==> src/rtl/usart_pkg.sv <==
// Shared USART definitions: widths, FSM encoding, frame geometry and line levels.
package usart_pkg;

  localparam int unsigned DATA_W = 8;
  localparam int unsigned REQ_N  = 2;
  localparam int unsigned IDX_W  = 4;
  localparam int unsigned CNT_W  = 16;

  // Line levels driven by the serializer for the framing bits
  localparam logic START_LEVEL = 1'b0;
  localparam logic STOP_LEVEL  = 1'b1;

  typedef enum logic [1:0] {
    ST_IDLE  = 2'd0,
    ST_LOAD  = 2'd1,
    ST_FRAME = 2'd2
  } state_e;

  // Start bit + 8 data bits + stop bits
  function automatic int unsigned frame_bits(input int unsigned stop_bits);
    return 32'd9 + stop_bits;
  endfunction

  // Winner index: a lone requester wins; on contention the one not granted last wins
  function automatic logic rr_pick(input logic [REQ_N-1:0] req, input logic last);
    if (req == 2'b11) begin
      return ~last;
    end
    return req[1];
  endfunction

endpackage

==> src/rtl/usart_baud_gen.sv <==
// Bit-time counter; TICK is a registered pulse during the last cycle of each bit slot.
module usart_baud_gen
  import usart_pkg::*;
#(
  parameter int unsigned CLKS_PER_BIT = 14
) (
  input  logic CLK,
  input  logic CLR_N,
  input  logic RUN,
  output logic TICK
);

  localparam logic [CNT_W-1:0] LAST_CNT = CNT_W'(CLKS_PER_BIT - 1);

  logic [CNT_W-1:0] cnt_q, cnt_d;
  logic             tick_q, tick_d;

  // Counter parks at zero while idle so the first running cycle is slot cycle 0
  always_comb begin
    cnt_d  = '0;
    tick_d = 1'b0;
    if (RUN) begin
      cnt_d = (cnt_q == LAST_CNT) ? '0 : cnt_q + CNT_W'(1);
    end
    tick_d = (cnt_d == LAST_CNT);
  end

  always_ff @(posedge CLK or negedge CLR_N) begin
    if (!CLR_N) begin
      cnt_q  <= '0;
      tick_q <= 1'b0;
    end else begin
      cnt_q  <= cnt_d;
      tick_q <= tick_d;
    end
  end

  assign TICK = tick_q;

endmodule

==> src/rtl/usart_tx_ctrl.sv <==
// USART transmit control: round-robin grant of two byte requesters and frame sequencing.
module usart_tx_ctrl
  import usart_pkg::*;
#(
  parameter int unsigned CLKS_PER_BIT = 14,
  parameter int unsigned STOP_BITS    = 1
) (
  input  logic              CLK,
  input  logic              CLR_N,
  input  logic              EN,
  input  logic [REQ_N-1:0]  REQ,
  input  logic [DATA_W-1:0] DATA0,
  input  logic [DATA_W-1:0] DATA1,
  output logic [REQ_N-1:0]  GNT,
  output logic              TX_LOAD,
  output logic [DATA_W-1:0] TX_DATA,
  output logic [IDX_W-1:0]  BIT_IDX,
  output logic              BIT_TICK,
  output logic              BUSY,
  output logic              DONE
);

  localparam int unsigned      NBITS    = frame_bits(STOP_BITS);
  localparam logic [IDX_W-1:0] LAST_IDX = IDX_W'(NBITS - 1);

  state_e             state_q, state_d;
  logic [REQ_N-1:0]   gnt_q, gnt_d;
  logic               load_q, load_d;
  logic [DATA_W-1:0]  data_q, data_d;
  logic [IDX_W-1:0]   idx_q, idx_d;
  logic               busy_q, busy_d;
  logic               done_q, done_d;
  logic               last_q, last_d;
  logic               win;
  logic               baud_run;
  logic               tick;

  assign baud_run = (state_q == ST_FRAME);

  usart_baud_gen #(
    .CLKS_PER_BIT(CLKS_PER_BIT)
  ) u_baud (
    .CLK  (CLK),
    .CLR_N(CLR_N),
    .RUN  (baud_run),
    .TICK (tick)
  );

  assign win = rr_pick(REQ, last_q);

  always_comb begin
    state_d = state_q;
    gnt_d   = '0;
    load_d  = 1'b0;
    data_d  = data_q;
    idx_d   = idx_q;
    done_d  = 1'b0;
    last_d  = last_q;
    unique case (state_q)
      ST_IDLE: begin
        if (EN && (REQ != '0)) begin
          state_d = ST_LOAD;
          gnt_d   = win ? 2'b10 : 2'b01;
          load_d  = 1'b1;
          data_d  = win ? DATA1 : DATA0;
          last_d  = win;
          idx_d   = '0;
        end
      end
      ST_LOAD: begin
        state_d = ST_FRAME;
        idx_d   = '0;
      end
      ST_FRAME: begin
        // tick is high in the slot's last cycle, so this edge closes the slot
        if (tick) begin
          if (idx_q == LAST_IDX) begin
            state_d = ST_IDLE;
            idx_d   = '0;
            done_d  = 1'b1;
          end else begin
            idx_d = idx_q + IDX_W'(1);
          end
        end
      end
      default: begin
        state_d = ST_IDLE;
        idx_d   = '0;
      end
    endcase
    busy_d = (state_d != ST_IDLE);
  end

  always_ff @(posedge CLK or negedge CLR_N) begin
    if (!CLR_N) begin
      state_q <= ST_IDLE;
      gnt_q   <= '0;
      load_q  <= 1'b0;
      data_q  <= '0;
      idx_q   <= '0;
      busy_q  <= 1'b0;
      done_q  <= 1'b0;
      last_q  <= 1'b1;
    end else begin
      state_q <= state_d;
      gnt_q   <= gnt_d;
      load_q  <= load_d;
      data_q  <= data_d;
      idx_q   <= idx_d;
      busy_q  <= busy_d;
      done_q  <= done_d;
      last_q  <= last_d;
    end
  end

  assign GNT      = gnt_q;
  assign TX_LOAD  = load_q;
  assign TX_DATA  = data_q;
  assign BIT_IDX  = idx_q;
  assign BIT_TICK = tick;
  assign BUSY     = busy_q;
  assign DONE     = done_q;

endmodule
==> config.mk <==
export PLATFORM = sky130hd
export DESIGN_NAME = usart_tx_ctrl
export DESIGN_NICKNAME = d
export VERILOG_FILES = /design/src/rtl/usart_pkg.sv /design/src/rtl/usart_baud_gen.sv /design/src/rtl/usart_tx_ctrl.sv
export SDC_FILE = /design/constraint.sdc
export NUM_CORES = 1
export LEC_CHECK = 0
export ABC_AREA = 0
export BUFFER_PORTS_ARGS = -buffer_cell sky130_fd_sc_hd__buf_2
export CAP_MARGIN = 5
export CORE_UTILIZATION = 56
export CTS_BUF_LIST = sky130_fd_sc_hd__clkbuf_4 sky130_fd_sc_hd__clkbuf_8
export DETAILED_ROUTE_END_ITERATION = 7
export PLACE_DENSITY = 0.82
export RECOVER_POWER = 25
export SLEW_MARGIN = 40
export SYNTH_ARGS = -nofsm -noshare
export SYNTH_HDL_FRONTEND = slang
export SYNTH_SLANG_ARGS = --single-unit
export TNS_END_PERCENT = 30
==> constraint.sdc <==
create_clock -name CLK -period 2.75 [get_ports CLK]
set_input_delay 0.4125 -clock CLK [delete_from_list [all_inputs] [get_ports CLK]]
set_output_delay 0.4125 -clock CLK [all_outputs]
set_load 0.05 [all_outputs]
==> flow_summary.toml, run 1 <==
[status]
outcome = "finished with violations"
violations = "max-capacitance violations, max-slew violations"

[critical_path]
criticalPathCategory = "reg2reg"
start_kind = "register"
cp-endpoint = "u_baud.TICK"
endpoint_kind = "register"
startpoint = "u_baud.cnt_q[1]"
cp.depth = 6
required_ns = 2.99
cp_max_fo = 9
cp_slowest_stage_delay_ns = 0.59
arrival_ns = 2.45
reg2reg_from = "u_baud.cnt_q[1]"
critical_path.cell_chain = "inv_1, ha_1, or4b_4, o41ai_4, a2111oi_1, nor4_2"
r2r_end = "u_baud.TICK"
path_delay_family = "simple AND/OR/NAND/NOR gates"
crit_slowest_cell = "o41ai_4"
r2r_setup_slack_ns = 0.54
cp.buffers_inverters = 1
worstRegToRegCells = 6

[sta]
timing.final.crit_share_pct = 80.2
rsz0062_at_grt = "no"
slew_headroom_pct = -26.2
hold_viol_final = 0
timing.fmax_ghz = 0.453
setup_violations = 0
timing.setup.tns_ns = 0
skew_ns = 0.00990
tightest_slew_ns = 1.89
post-route-min-period_ns = 2.21
finalMaxSlewViolations = 38

[power_and_ir_drop]
power_frac_seq_pct = 42.1
power_per_cell_area_nw_per_um2 = 846
p_sw_w = 0.000794
total_power_w = 0.00178
peakVddDrop_v = 0.000641
clkPwrFrac_pct = 16.0
power_frac_comb_pct = 41.9
p_leak_nw = 0.993
internal_power_w = 0.000991
p_sw_share_pct = 44.5

[worst_hold_path]
hold_path_class = "in2reg"

[cells_and_area]
n_antenna_cell = 0
drive_gt1_share_pct = 23.8
syn_to_final_growth_pct = 16.4
post-route-util_pct = 69.1
final_cell_mix = "buf_2, dfrtp_1, nor2_1"
layout_commonest_cell = "buf_2"
fin_nets = 247

[clock_tree]
ctsResizeCount = 0
htree_levels = 2
cts_tree = "built"
cts_buffer_depth = 2
path_clk_slew_ns = 0.11
clockRootBuffer = "clkbuf_4"
numCtsBuffers = 5
ctsHoldBuffers = 0
cts_setup_buffers = 0
cts_sinks = 37
clk_latency_ns = 0.34

[synth]
synthSimpleGateAreaFrac_pct = 21.1
synth_edf_count = 0
synth_xor_area_share_pct = 7.73
muxShareOfSynthArea_pct = 5.59
syn_nets = 205
ys.flop_type = "dfrtp_1"
synth_top_family_by_area = "simple AND/OR/NAND/NOR gates"
synthCells = 180
ys_warn_count = 0
synthAdderAreaFrac_pct = 2.76
avgSynthCellArea_um2 = 10.1
ys_seq_elements = 37
synth_compound_area_share_pct = 8.70
synth_cell_type_count = 38
syn-cell-area_um2 = 1810
synth-seq-area-share_pct = 51.1
synth_async_sr_flop_share_pct = 100

[drt]
wirelength_um = 3430
drt-initial-drc-count = 97
num_vias = 1407
wl_per_cell_um = 12.9
ant_nets = 0
vias_per_cell = 5.27
firstDrtPassIters = 4
post-route-drc-count = 0

[floorplan]
rows = 20
die_area_um2 = 3470
start_util_pct = 59.4
io_pins = 39
core-area_um2 = 3050
die_h_um = 58.9
die_w_um = 58.9

[flow_run]
drv_cap = 1

[global_routing]
grt_pass1_vias = 1464
grt-ovfl-total = 0
grt_pass1_wl_um = 6140
antenna_found_initial = 0
grt_max_degree = 38
grt_use_total_pct = 24.3

[placed_design]
place.gp.congestion = 0.869
port_buffers = 38
dp.final_hpwl_um = 2540
==> synth_stat cells (3+ instances only) <==
master     n  area share [%]
nand4_1    3             1.0
nor3_1     4             1.1
xor2_1     4             1.9
xnor2_1   12             5.8
nor2_1    26             5.4
ha_1       4             2.8
mux2i_1    9             5.0
nand3_1    8             2.2
dfrtp_1   36              50
clkbuf_1   3            0.62
nor4_1     4             1.4
nand2_1   17             3.5
inv_1      9             1.9
o21ai_0   13             3.6
==> power by group through the flow <==
stage | Clock (W) | Sequential [W] | Combinational [W]
after global routing | 0.000320 | 0.000768 | 0.000810
after detailed placement | 0 | 0.000759 | 0.000757
after CTS | 0.000297 | 0.000751 | 0.000754
after floorplan | 0 | 0.00105 | 0.000269
final | 0.000286 | 0.000751 | 0.000748
after global placement | 0 | 0.000752 | 0.000733
==> registers in the layout, summed over array words and instances, names as in the netlist <==
name          cells
u_baud.TICK       1
last_q            1
GNT               2
state_q           2
DONE              1
TX_DATA           8
BIT_IDX           4
u_baud.cnt_q     16
TX_LOAD           1
BUSY              1
==> kinds of logic after synthesis <==
logic type / Yosys count
DFF: 37
AOI/OAI and AO/OA: 22
buffers and inverters: 14
and+or+nand+nor: 77
adders and majority gates: 4
xor gates and xnor gates: 16
muxes: 10
==> worst min-delay path by stage <==
stage / startpoint / end / slack [ns] / cells past startpoint
2_1_floorplan: CLR_N / BIT_IDX[0] / 0.12 / 0
3_3_place_gp: TX_DATA[3] / TX_DATA[3] / 0.46 / 2
3_5_place_dp: TX_DATA[3] / TX_DATA[3] / 0.47 / 2
4_1_cts: CLR_N / BIT_IDX[1] / 0.16 / 1
5_1_grt: DATA1[3] / TX_DATA[3] / 0.36 / 3
6_report: DATA0[3] / TX_DATA[3] / 0.35 / 3
==> per-layer routing <==
| metal | track usage [%] | vias to the layer above | share of wire (%) |
|---|---|---|---|
| li1 | - | 699 | - |
| met1 | 29.4 | 647 | 45 |
| met2 | 39.4 | 51 | 47 |
| met3 | 7.69 | 10 | 5.9 |
| met4 | 11.2 | 0 | 2.3 |
| met5 | 0 | - | 0 |
==> worst reg2reg max path, cell delays in order (launching register included) <==
cell and delay (ns):
dfrtp_1 0.43, inv_1 0.07, ha_1 0.12, or4b_4 0.46, o41ai_4 0.59, a2111oi_1 0.14, nor4_2 0.30
==> through the flow <==
step           worst slack [ns]  hold WS [ns]  std cells  cell area (um^2)
2_1_floorplan             0.802         0.117        180              1810
3_3_place_gp              0.715         0.462        259              2050
3_5_place_dp              0.579         0.472        259              2050
4_1_cts                   0.556         0.161        267              2110
5_1_grt                   0.466         0.362        267              2110
6_report                  0.544         0.353        267              2110
==> final cells by class <==
class	instances	area, um^2
Clock inverter	1	5.00
Timing Repair Buffer	40	204
Inverter	9	33.8
Fill cell	246	943
Sequential cell	37	927
Tap cell	44	55.1
Clock buffer	7	52.6
Multi-Input combinational cell	129	832
Note: power is estimated with default switching activity, not from simulation.
==> run 2, diff against run 1 <==
==> constraint.sdc (replaced) <==
create_clock -name CLK -period 2.26 [get_ports CLK]
set_input_delay 0.339 -clock CLK [delete_from_list [all_inputs] [get_ports CLK]]
set_output_delay 0.339 -clock CLK [all_outputs]
set_load 0.05 [all_outputs]
==> flow_summary.toml, run 2 (synthesized netlist as in run 1, its figures left out) <==
[worst_hold_path]
hp-start = "DATA1[0]"
hold_depth = 3
hold_path_class = "in2reg"

[global_routing]
grt_max_degree = 38
grt_pass1_vias = 1395
grt_use_total_pct = 23.2
antenna_found_initial = 0
grt_pass1_wl_um = 5980
grt-ovfl-total = 0

[critical_path]
cp_max_fo = 6
cp_slowest_stage_delay_ns = 0.48
cp.depth = 5
arrival_ns = 2.28
criticalPathCategory = "reg2reg"
start_kind = "register"
crit_slowest_cell = "o41ai_4"
endpoint_kind = "register"
required_ns = 2.51
path_delay_family = "simple AND/OR/NAND/NOR gates"
critical_path.cell_chain = "ha_1, or4b_4, o41ai_4, a2111oi_1, nor4_2"
worstRegToRegCells = 5
reg2reg_from = "u_baud.cnt_q[0]"
cp.buffers_inverters = 0
startpoint = "u_baud.cnt_q[0]"

[drt]
post-route-drc-count = 0
num_vias = 1418
wl_per_cell_um = 12.6
wirelength_um = 3390
ant_nets = 0
drt-initial-drc-count = 78
vias_per_cell = 5.27
firstDrtPassIters = 4

[cells_and_area]
multi_input_area_um2 = 832
area.sequential_um2 = 927
layout_commonest_cell = "buf_2"
n_antenna_cell = 0
fill_cells = 235
drive_gt1_share_pct = 24.4
largest_reg_flops = 16
syn_to_final_growth_pct = 19.1
top_register = "u_baud.cnt_q"
final_cell_mix = "buf_2, dfrtp_1, nor2_1"
fin_nets = 249
fin_area_um2 = 2160
final_cell_count_no_fill = 269

[sta]
timing.setup.tns_ns = 0
timing.final.crit_share_pct = 90.0
rsz0062_at_grt = "no"
finalMaxSlewViolations = 0
skew_ns = 0.0150
whs_ns = 0.292
post-route-min-period_ns = 2.03
tightest_slew_ns = 0.866
hold_viol_final = 0
slew_headroom_pct = 42.2
timing.fmax_ghz = 0.492
setup_violations = 0
layout_setup_ws_ns = 0.226

[clock_tree]
ctsResizeCount = 0
numCtsBuffers = 5
cts_tree = "built"
cts_buffer_depth = 2
path_clk_slew_ns = 0.11
clockRootBuffer = "clkbuf_4"
cts_setup_buffers = 0
htree_levels = 2
clk_latency_ns = 0.33
cts_sinks = 37

[power_and_ir_drop]
p_sw_w = 0.000962
power_frac_seq_pct = 39.8
power_frac_comb_pct = 39.5
internal_power_w = 0.00134
p_sw_share_pct = 41.8
clkPwrFrac_pct = 20.8
p_leak_nw = 1.02
power_per_cell_area_nw_per_um2 = 1060
peakVddDrop_v = 0.000722

[placed_design]
dp.final_hpwl_um = 2510
place.gp.congestion = 0.846
placed_area_um2 = 2060
port_buffers = 38
dp.cells = 260
pre_cts_ws_ns = 0.247

[floorplan]
die_h_um = 58.9
rows = 20
die_area_um2 = 3470
start_util_pct = 59.4
core-area_um2 = 3050
die_w_um = 58.9
io_pins = 39

[status]
outcome = "complete, no violations"

[flow_run]
drv_cap = 0
-- run 2: final cells by class --
class	instances	share of cell area, %
Clock inverter	1	1.39
Clock buffer	7	2.72
Timing Repair Buffer	42	10.3
Sequential cell	37	42.9
Tap cell	44	2.55
Inverter	9	1.56
Multi-Input combinational cell	129	38.5
-- run 2: worst register-to-register path, stage by stage (launching register included) --
cell and delay [ns]:
dfrtp_1 0.46, ha_1 0.17, or4b_4 0.46, o41ai_4 0.48, a2111oi_1 0.13, nor4_2 0.26
-- run 2: power groups by stage --
stage | Sequential [W] | Clock (W) | Combinational [W]
floorplan | 0.00128 | 0 | 0.000327
global placement | 0.000915 | 0 | 0.000889
detailed placement | 0.000922 | 0 | 0.000914
CTS | 0.000913 | 0.000495 | 0.000913
global route | 0.000934 | 0.000526 | 0.000976
finish | 0.000914 | 0.000478 | 0.000907
-- run 2: path summary, 6_finish.rpt --
path | endpoint | slack [ns]
max | u_baud.TICK | 0.23
min | TX_DATA[0] | 0.29
max reg2reg | u_baud.TICK | 0.23
min reg2reg | TX_DATA[4] | 0.49
max in group asynchronous | u_baud.cnt_q[6] | 1.06
min in group asynchronous | BIT_IDX[1] | 0.63
-- run 2: what timing repair did --
item / in CTS / in global routing
hold endpoints to repair: 0 / 36
endpoints found under the setup margin: 0 / 0
hold buffers: 0 / 1
-- run 2: metal layers --
layer | wire [um] | GRT usage (%) | vias up
met5 | 0 | 0 | -
met3 | 159 | 5.49 | 6
li1 | - | - | 702
met1 | 1530 | 30.5 | 668
met4 | 35 | 10.2 | 0
met2 | 1660 | 36.7 | 42
-- run 2: metrics by stage --
step,total power (W),utilization [%]
after floorplan,0.00161,-
after global placement,0.00180,67.5
after detailed placement,0.00184,67.5
after CTS,0.00232,70.4
after global routing,0.00244,70.7
final,0.00230,70.7
==> run 3, diff against run 2 <==
--- a/config.mk
+++ b/config.mk
@@ -11,10 +11,11 @@
 export CORE_UTILIZATION = 56
 export CTS_BUF_LIST = sky130_fd_sc_hd__clkbuf_4 sky130_fd_sc_hd__clkbuf_8
 export DETAILED_ROUTE_END_ITERATION = 7
-export PLACE_DENSITY = 0.82
+export PLACE_DENSITY = 0.81
 export RECOVER_POWER = 25
 export SLEW_MARGIN = 40
 export SYNTH_ARGS = -nofsm -noshare
 export SYNTH_HDL_FRONTEND = slang
+export SYNTH_HIERARCHICAL = 1
 export SYNTH_SLANG_ARGS = --single-unit
 export TNS_END_PERCENT = 30
==> flow_summary.toml, run 3 <==
[power_and_ir_drop]
power_frac_seq_pct = 38.4
p_leak_nw = 1.08
internal_power_w = 0.00138
p_sw_share_pct = 43.7
clkPwrFrac_pct = 20.0
peakVddDrop_v = 0.000721
p_sw_w = 0.00107
power_frac_comb_pct = 41.5
power_per_cell_area_nw_per_um2 = 1100

[synth]
ys_warn_count = 6
synth_cell_type_count = 44
yosysTopAreaCell = "dfrtp_1"
syn-cell-area_um2 = 1910
synthSimpleGateAreaFrac_pct = 22.3
synth_async_sr_flop_share_pct = 100
syn_nets = 213
synthCells = 188
synthAdderAreaFrac_pct = 2.62
ys.flop_type = "dfrtp_1"
yosysMostFrequentCell = "dfrtp_1"
synth_top_area_share_pct = 47.1
avgSynthCellArea_um2 = 10.2
synthTopCellsByArea = "dfrtp_1, mux2i_1, nor2_1, o21ai_0, nand2_1"
ys_seq_elements = 37
ys_top_cells_by_count = "dfrtp_1, nor2_1, nand2_1"
synth_edf_count = 0
synth_compound_area_share_pct = 10.7
synth_top_family_by_area = "simple AND/OR/NAND/NOR gates"
synth-seq-area-share_pct = 48.5
muxShareOfSynthArea_pct = 6.48
synth_xor_area_share_pct = 5.04

[clock_tree]
clockRootBuffer = "clkbuf_4"
cts_sinks = 37
path_clk_slew_ns = 0.12
cts_setup_buffers = 0
numCtsBuffers = 5
cts_buffer_depth = 2
cts_tree = "built"
htree_levels = 2
clk_latency_ns = 0.35

[cells_and_area]
final_cell_count_no_fill = 274
fin_nets = 254
largest_reg_flops = 16
top_register = "u_baud/cnt_q"
syn_to_final_growth_pct = 16.6
n_antenna_cell = 0
layout_commonest_cell = "buf_2"
final_cell_mix = "buf_2, dfrtp_1, nor2_1"
drive_gt1_share_pct = 27.0

[flow_run]
drv_cap = 0

[status]
outcome = "complete, no violations"

[global_routing]
grt_pass1_wl_um = 6530
grt-ovfl-total = 0
grt_use_total_pct = 24.3
grt_pass1_vias = 1494
grt_max_degree = 38
antenna_found_initial = 0

[floorplan]
core-area_um2 = 3150
die_w_um = 60.4
die_area_um2 = 3650
rows = 20
io_pins = 39
start_util_pct = 60.6
die_h_um = 60.4

[drt]
post-route-drc-count = 0
drt-initial-drc-count = 66
wl_per_cell_um = 14.0
num_vias = 1528
ant_nets = 0
vias_per_cell = 5.58
firstDrtPassIters = 4
wirelength_um = 3830

[sta]
finalMaxSlewViolations = 0
rsz0062_at_grt = "no"
timing.setup.tns_ns = 0
timing.final.crit_share_pct = 94.2
timing.fmax_ghz = 0.470
layout_setup_ws_ns = 0.131
whs_ns = 0.268
hold_viol_final = 0
tightest_slew_ns = 0.875
skew_ns = 0.0109
slew_headroom_pct = 41.7
setup_violations = 0
post-route-min-period_ns = 2.13

[critical_path]
cp_slowest_stage_delay_ns = 0.51
critical_path.cell_chain = "ha_1, nand2_1, nor4_1, xnor2_1, o211ai_2, nor4_2"
cp_max_fo = 10
criticalPathCategory = "reg2reg"
required_ns = 2.52
start_kind = "register"
arrival_ns = 2.39
crit_slowest_cell = "dfrtp_1"
endpoint_kind = "register"

[placed_design]
place.gp.congestion = 0.871
dp.final_hpwl_um = 2810
pre_cts_ws_ns = 0.234
port_buffers = 38
dp.cells = 265

[worst_hold_path]
hold_path_class = "in2reg"
==> run 3: changes by cell type after synthesis, moves of 2 or more <==
cell,delta
mux2_2,+2
nand2b_1,+5
nand2_1,-2
buf_6,+2
nor2b_1,-2
buf_2,+2
o21ai_1,+3
a31oi_1,+2
a21oi_1,+5
or3_1,+2
nor2_1,-9
xnor2_1,-6
==> run 3: through the flow <==
| step | power (W) | area, um^2 | utilization, % |
|---|---|---|---|
| final | 0.00245 | 2230 | 70.7 |
| after global routing | 0.00258 | 2230 | 70.7 |
| after CTS | 0.00247 | 2220 | 70.4 |
| after detailed placement | 0.00197 | 2130 | 67.6 |
| after global placement | 0.00193 | 2130 | 67.6 |
| after floorplan | 0.00172 | 1910 | - |
==> run 3: layout make-up <==
| type | instances | area (um^2) |
|---|---|---|
| clock buffer | 6 | 51.3 |
| clock inverter | 2 | 37.5 |
| fill | 264 | 923 |
| inverter | 9 | 33.8 |
| multi-input combinational | 134 | 902 |
| sequential | 37 | 927 |
| tap | 44 | 55.1 |
| timing repair buffer | 42 | 223 |
==> run 3: power groups by stage <==
stage                     Clock (W)  Combinational [W]  Sequential [W]
after floorplan                   0           0.000396         0.00133
after global placement            0           0.000992        0.000937
after detailed placement          0            0.00102        0.000946
after CTS                  0.000501            0.00102        0.000941
after global routing       0.000531            0.00109        0.000963
final                      0.000491            0.00102        0.000942
==> run 3: worst paths after layout <==
kind                                 startpoint          endpoint  slack, ns  depth (start not counted)
min in group asynchronous                 CLR_N  u_baud/cnt_q[13]       0.63                          2
worst max register to register  u_baud/cnt_q[0]       u_baud/TICK       0.13                          6
max in group asynchronous                 CLR_N           TX_LOAD       1.07                          2
worst min register to register       TX_DATA[2]        TX_DATA[2]       0.50                          2
worst min-delay path                   DATA0[0]        TX_DATA[0]       0.27                          3
worst max-delay path            u_baud/cnt_q[0]       u_baud/TICK       0.13                          6
==> run 3: what timing repair did <==
item,CTS,global route
endpoints found under the hold margin,0,36
hold buffers,0,1
gates resized for setup,0,0
==> run 3: logic make-up (layout without fill, tap and decap cells) <==
logic type                 after synthesis  after routing
and+or+nand+nor                         76             76
DFF                                     37             37
AOI/OAI and AO/OA                       31             31
buffers and inverters                   17             59
muxes                                   12             12
xor gates and xnor gates                11             11
adders and majority gates                4              4
==> run 3: per-layer routing <==
layer | vias up | GRT usage (%) | routed length (um)
li1 | 736 | - | -
met1 | 738 | 30.4 | 1640
met2 | 49 | 41.8 | 1960
met3 | 5 | 4.69 | 185
met4 | 0 | 9.42 | 48
met5 | - | 0 | 0
==> run 3: critical path: cells and delay by family (launching register included) <==
family	cells	cell delay [ns]
flops	1	0.51
simple gates	3	0.78
compound gates	1	0.13
xor+xnor	1	0.21
fa+ha+maj	1	0.39
